## src/rtl/toggle_stream_decoder.sv

```systemverilog
// Rebuilds a level waveform from a stream of toggle bits and packs the decoded
// levels into WIDTH-bit words. Words go out over a valid/ready port backed by one pending slot.
module toggle_stream_decoder #(
    parameter int   WIDTH      = 8,
    parameter logic INIT_LEVEL = 1'b0
) (
    input  logic             clk,
    input  logic             rst,
    input  logic             flush,
    input  logic             t_valid,
    input  logic             t_bit,
    output logic             t_ready,
    output logic [WIDTH-1:0] d_data,
    output logic             d_valid,
    input  logic             d_ready,
    output logic             level,
    output logic [15:0]      toggle_cnt
);

    localparam int CNT_W = (WIDTH > 1) ? $clog2(WIDTH) : 1;
    localparam logic [CNT_W-1:0] LAST_BIT = CNT_W'(WIDTH - 1);

    typedef enum logic {
        COLLECT = 1'b0,
        STALL   = 1'b1
    } state_t;

    state_t           state_q, state_d;
    logic [CNT_W-1:0] bit_cnt_q, bit_cnt_d;
    logic [WIDTH-1:0] shift_q, shift_d;
    logic [WIDTH-1:0] pend_q, pend_d;
    logic [WIDTH-1:0] d_data_q, d_data_d;
    logic             d_valid_q, d_valid_d;
    logic             level_q, level_d;
    logic [15:0]      toggle_cnt_q, toggle_cnt_d;

    logic             t_beat;
    logic             d_beat;
    logic             new_bit;
    logic [WIDTH-1:0] word_w;

    assign t_ready    = (state_q == COLLECT);
    assign t_beat     = t_valid && t_ready;
    assign d_beat     = d_valid_q && d_ready;
    assign new_bit    = level_q ^ t_bit;

    assign d_data     = d_data_q;
    assign d_valid    = d_valid_q;
    assign level      = level_q;
    assign toggle_cnt = toggle_cnt_q;

    always_ff @(posedge clk or posedge rst) begin
        if (rst) begin
            state_q      <= COLLECT;
            bit_cnt_q    <= '0;
            shift_q      <= '0;
            pend_q       <= '0;
            d_data_q     <= '0;
            d_valid_q    <= 1'b0;
            level_q      <= INIT_LEVEL;
            toggle_cnt_q <= '0;
        end else begin
            state_q      <= state_d;
            bit_cnt_q    <= bit_cnt_d;
            shift_q      <= shift_d;
            pend_q       <= pend_d;
            d_data_q     <= d_data_d;
            d_valid_q    <= d_valid_d;
            level_q      <= level_d;
            toggle_cnt_q <= toggle_cnt_d;
        end
    end

    always_comb begin
        state_d      = state_q;
        bit_cnt_d    = bit_cnt_q;
        shift_d      = shift_q;
        pend_d       = pend_q;
        d_data_d     = d_data_q;
        d_valid_d    = d_valid_q;
        level_d      = level_q;
        toggle_cnt_d = toggle_cnt_q;

        word_w            = shift_q;
        word_w[bit_cnt_q] = new_bit;

        // A consumed word drops valid unless a replacement is loaded below.
        if (d_beat) begin
            d_valid_d = 1'b0;
        end

        if (flush) begin
            state_d   = COLLECT;
            bit_cnt_d = '0;
            shift_d   = '0;
            pend_d    = '0;
            level_d   = INIT_LEVEL;
        end else if (state_q == STALL) begin
            if (d_beat) begin
                d_data_d  = pend_q;
                d_valid_d = 1'b1;
                pend_d    = '0;
                state_d   = COLLECT;
            end
        end else if (t_beat) begin
            level_d = new_bit;
            if (t_bit && (toggle_cnt_q != 16'hFFFF)) begin
                toggle_cnt_d = toggle_cnt_q + 16'd1;
            end
            if (bit_cnt_q == LAST_BIT) begin
                bit_cnt_d = '0;
                shift_d   = '0;
                // Output slot busy and not draining this cycle: park the word.
                if (!d_valid_q || d_ready) begin
                    d_data_d  = word_w;
                    d_valid_d = 1'b1;
                end else begin
                    pend_d  = word_w;
                    state_d = STALL;
                end
            end else begin
                bit_cnt_d = bit_cnt_q + CNT_W'(1);
                shift_d   = word_w;
            end
        end
    end

endmodule
```

## config.mk

```make
export PLATFORM = sky130hd
export DESIGN_NAME = toggle_stream_decoder
export DESIGN_NICKNAME = d
export VERILOG_FILES = /design/src/rtl/toggle_stream_decoder.sv
export SDC_FILE = /design/constraint.sdc
export NUM_CORES = 1
export LEC_CHECK = 0
export ABC_AREA = 1
export CORE_ASPECT_RATIO = 1.1
export CORE_UTILIZATION = 60
export CTS_CLUSTER_SIZE = 10
export DETAILED_ROUTE_END_ITERATION = 7
export GPL_TIMING_DRIVEN = 0
export HOLD_SLACK_MARGIN = 0.15
export PLACE_DENSITY = 0.89
export SETUP_SLACK_MARGIN = 0.4
export SLEW_MARGIN = 15
export SYNTH_ARGS = -nofsm -noshare
export SYNTH_HDL_FRONTEND = slang
export SYNTH_SLANG_ARGS = --single-unit
```

## constraint.sdc

```tcl
create_clock -name clk -period 3.5 [get_ports clk]
set_input_delay 0.525 -clock clk [delete_from_list [all_inputs] [get_ports clk]]
set_output_delay 0.525 -clock clk [all_outputs]
set_load 0.01 [all_outputs]
```

==> flow_summary.yaml <==
status:
  status: "completed"
clock_tree:
  postCtsSetupRepairBufs: 0
  root_buffer: "clkbuf_8"
  clk_pin_slew_ps: 90
  post_cts_resize_count: 0
  cts_hold_buf: 0
  htreeDepth: 2
  clock_sinks: 46
  cts_buffer_depth: 2
  numCtsBuffers: 5
  insertion_delay_ps: 300
  cts_tree: "built"
yosys:
  synth_nets: 360
  syn-cell-area_um2: 2670
  syn_area_per_cell_um2: 7.62
  ys_warn_count: 0
  synth-seq-cells: 46
  ys_types: 31
  ys_seq_area_share_pct: 43.2
  synthCells: 350
die:
  fp.dieH_um: 71.9
  rows: 25
  dieArea_um2: 4710
  coreArea_um2: 4290
  ios: 33
  initial_core_util_pct: 62.2
  die_width_um: 65.6
power:
  power.leakage_nw: 1.57
  pwr-share-clk_pct: 33.1
  swShare_pct: 28.4
  ir_drop_mv: 0.260
  intPower_w: 0.000863
  p_seq_share_pct: 49.6
  power.density_nw_per_um2: 379
  p_total_w: 0.00121
  switchingPower_w: 0.000342
  power_frac_comb_pct: 17.3
grt:
  grt_max_degree: 33
  grt_pass1_wl_um: 10200
  grt_util_all_layers_pct: 28.3
  antenna_found_initial: 0
  grt_overflow: 0
  grt_pass1_vias: 2314
placed_design:
  hpwl_um: 4270
  finalWeightedCongestion: 0.835
  numPortBuffers: 32
  dp.cells: 437
timing:
  fin_skew_ps: 6.37
  period_share_pct: 68.8
  rsz0062_at_grt: "false"
  hold_viol: 0
  layout_min_cycle_time_ps: 2410
  fmax_ghz: 0.415
  setup_viol_count_final: 0
  slew_violations: 0
  slew-limit-headroom_pct: 49.5
  finalSetupTns_ps: 0
  worstMarginPinSlew_ps: 752
critical_path:
  crit_start: "state_q"
  cpMaxStageDelayCell: "clkdlybuf4s50_1"
  setup.worst_path.end: "t_ready"
  r2r_slack_ps: 1700
  reg2reg_depth: 6
  critPathKind: "reg2out"
  start_kind: "flop"
  timing.rr.end: "pend_q[1]"
  arrival_ps: 1880
  cp_max_fo: 10
  worst_setup_path_end_kind: "output pin"
  path_cells: "inv_2, clkbuf_1, clkdlybuf4s50_1"
  worstPathRequired_ps: 2970
  timing.rr.start: "bit_cnt_q[0]"
  crit_path_max_incr_delay_ps: 640
route:
  firstDrtPassIters: 5
  wl_per_cell_um: 13.4
  drt-total-wl_um: 5950
  vias_per_cell: 5.43
  num_vias: 2418
  drc: 0
  drtIter0Drc: 196
  antenna_left: 0
finish:
  layout.nets: 400
  drive_gt1_share_pct: 11.3
  fin_cells: 445
  n_antenna_cell: 0
  syn2layout_area_growth_pct: 19.4
min_path:
  hp-class: "reg2reg"
  min-delay-start: "pend_q[4]"
run:
  drv_cap: 0
## metrics by stage
stage          utilization (%)  cell area (um2)  worst slack [ps]  hold WS [ps]
2_1_floorplan                -             2670              1890           453
3_3_place_gp              71.3             3050              1000           465
3_5_place_dp              71.7             3070              1280           475
4_1_cts                   74.3             3180              1100           495
5_1_grt                   74.3             3180              1010           529
6_report                  74.3             3180              1090           492
## routing by layer
metal | GRT usage [%] | wire length [um] | vias to the layer above
li1 | - | - | 1196
met1 | 33.7 | 2470 | 1158
met2 | 49.3 | 3180 | 56
met3 | 4.72 | 174 | 8
met4 | 14.0 | 119 | 0
met5 | 0 | 0 | -
## layout make-up
cell class	count	area, um2
Tap cell	54	67.6
Clock inverter	2	37.5
Inverter	39	146
Multi-Input combinational cell	257	1310
Fill cell	325	1100
Timing Repair Buffer	33	340
Clock buffer	6	72.6
Buffer	8	62.6
Sequential cell	46	1150
## worst min-delay path by stage
stage                           end  slack, ps  cells after the start
after floorplan           pend_q[4]        450                      2
after global placement    d_data[4]        460                      2
after detailed placement  d_data[3]        480                      2
after CTS                 d_data[3]        490                      2
after global routing      pend_q[7]        530                      2
final                     pend_q[4]        490                      2
## cells by family after synthesis
group                      synth area share [%]
buffers and inverters                      7.84
xor gates and xnor gates                   2.30
DFF                                        43.2
AOI/OAI and AO/OA                          6.34
and+or+nand+nor                            38.5
adders and majority gates                  1.88
## sequential cells by signal, indices dropped and copies added, names as in the netlist
name	flops
pend_q	8
bit_cnt_q	3
toggle_cnt	16
d_data	8
state_q	1
level	1
d_valid	1
shift_q	8
## layout by cell type (no fill, tap or decap), drive strengths merged, types with 4 or more instances in the layout
cell type / synthesis / final
buf: 5 / 6
clkbuf: 3 / 9
clkdlybuf4s50: 0 / 32
dfrtp: 46 / 46
ha: 4 / 4
inv: 37 / 37
nand2: 144 / 144
nand3: 43 / 43
nand4: 7 / 7
nor2: 20 / 20
o21ai: 18 / 18
o22ai: 8 / 8
xor2: 5 / 5
## critical path: cells and delay by family (launching register included)
| family | cells | cell delay, ps |
|---|---|---|
| buffers and inverters | 3 | 1160 |
| flip-flops | 1 | 430 |
## Yosys cell counts (all sizes together)
library cell	number	area share (%)
nand2	144	21
dfrtp	46	43
nand3	43	10
inv	37	5.2
nor2	20	4.3
o21ai	18	3.5
o22ai	8	1.9
nand4	7	1.6
buf	5	1.9
xor2	5	1.6
ha	4	1.9
clkbuf	3	0.42
clkinv	2	0.28
nand3b	2	0.56
xnor2	2	0.66
a211oi	1	0.28
a32o	1	0.38
o211ai	1	0.28
or2	1	0.23
## power by group through the flow
stage / sequential [W] / clock [W] / combinational [W]
finish: 0.000598 / 0.000398 / 0.000209
global route: 0.000602 / 0.000422 / 0.000234
CTS: 0.000598 / 0.000403 / 0.000210
detailed placement: 0.000608 / 0 / 0.000209
global placement: 0.000607 / 0 / 0.000199
floorplan: 0.000610 / 0 / 0.000122
No activity file was read; power rests on OpenSTA's default activity.
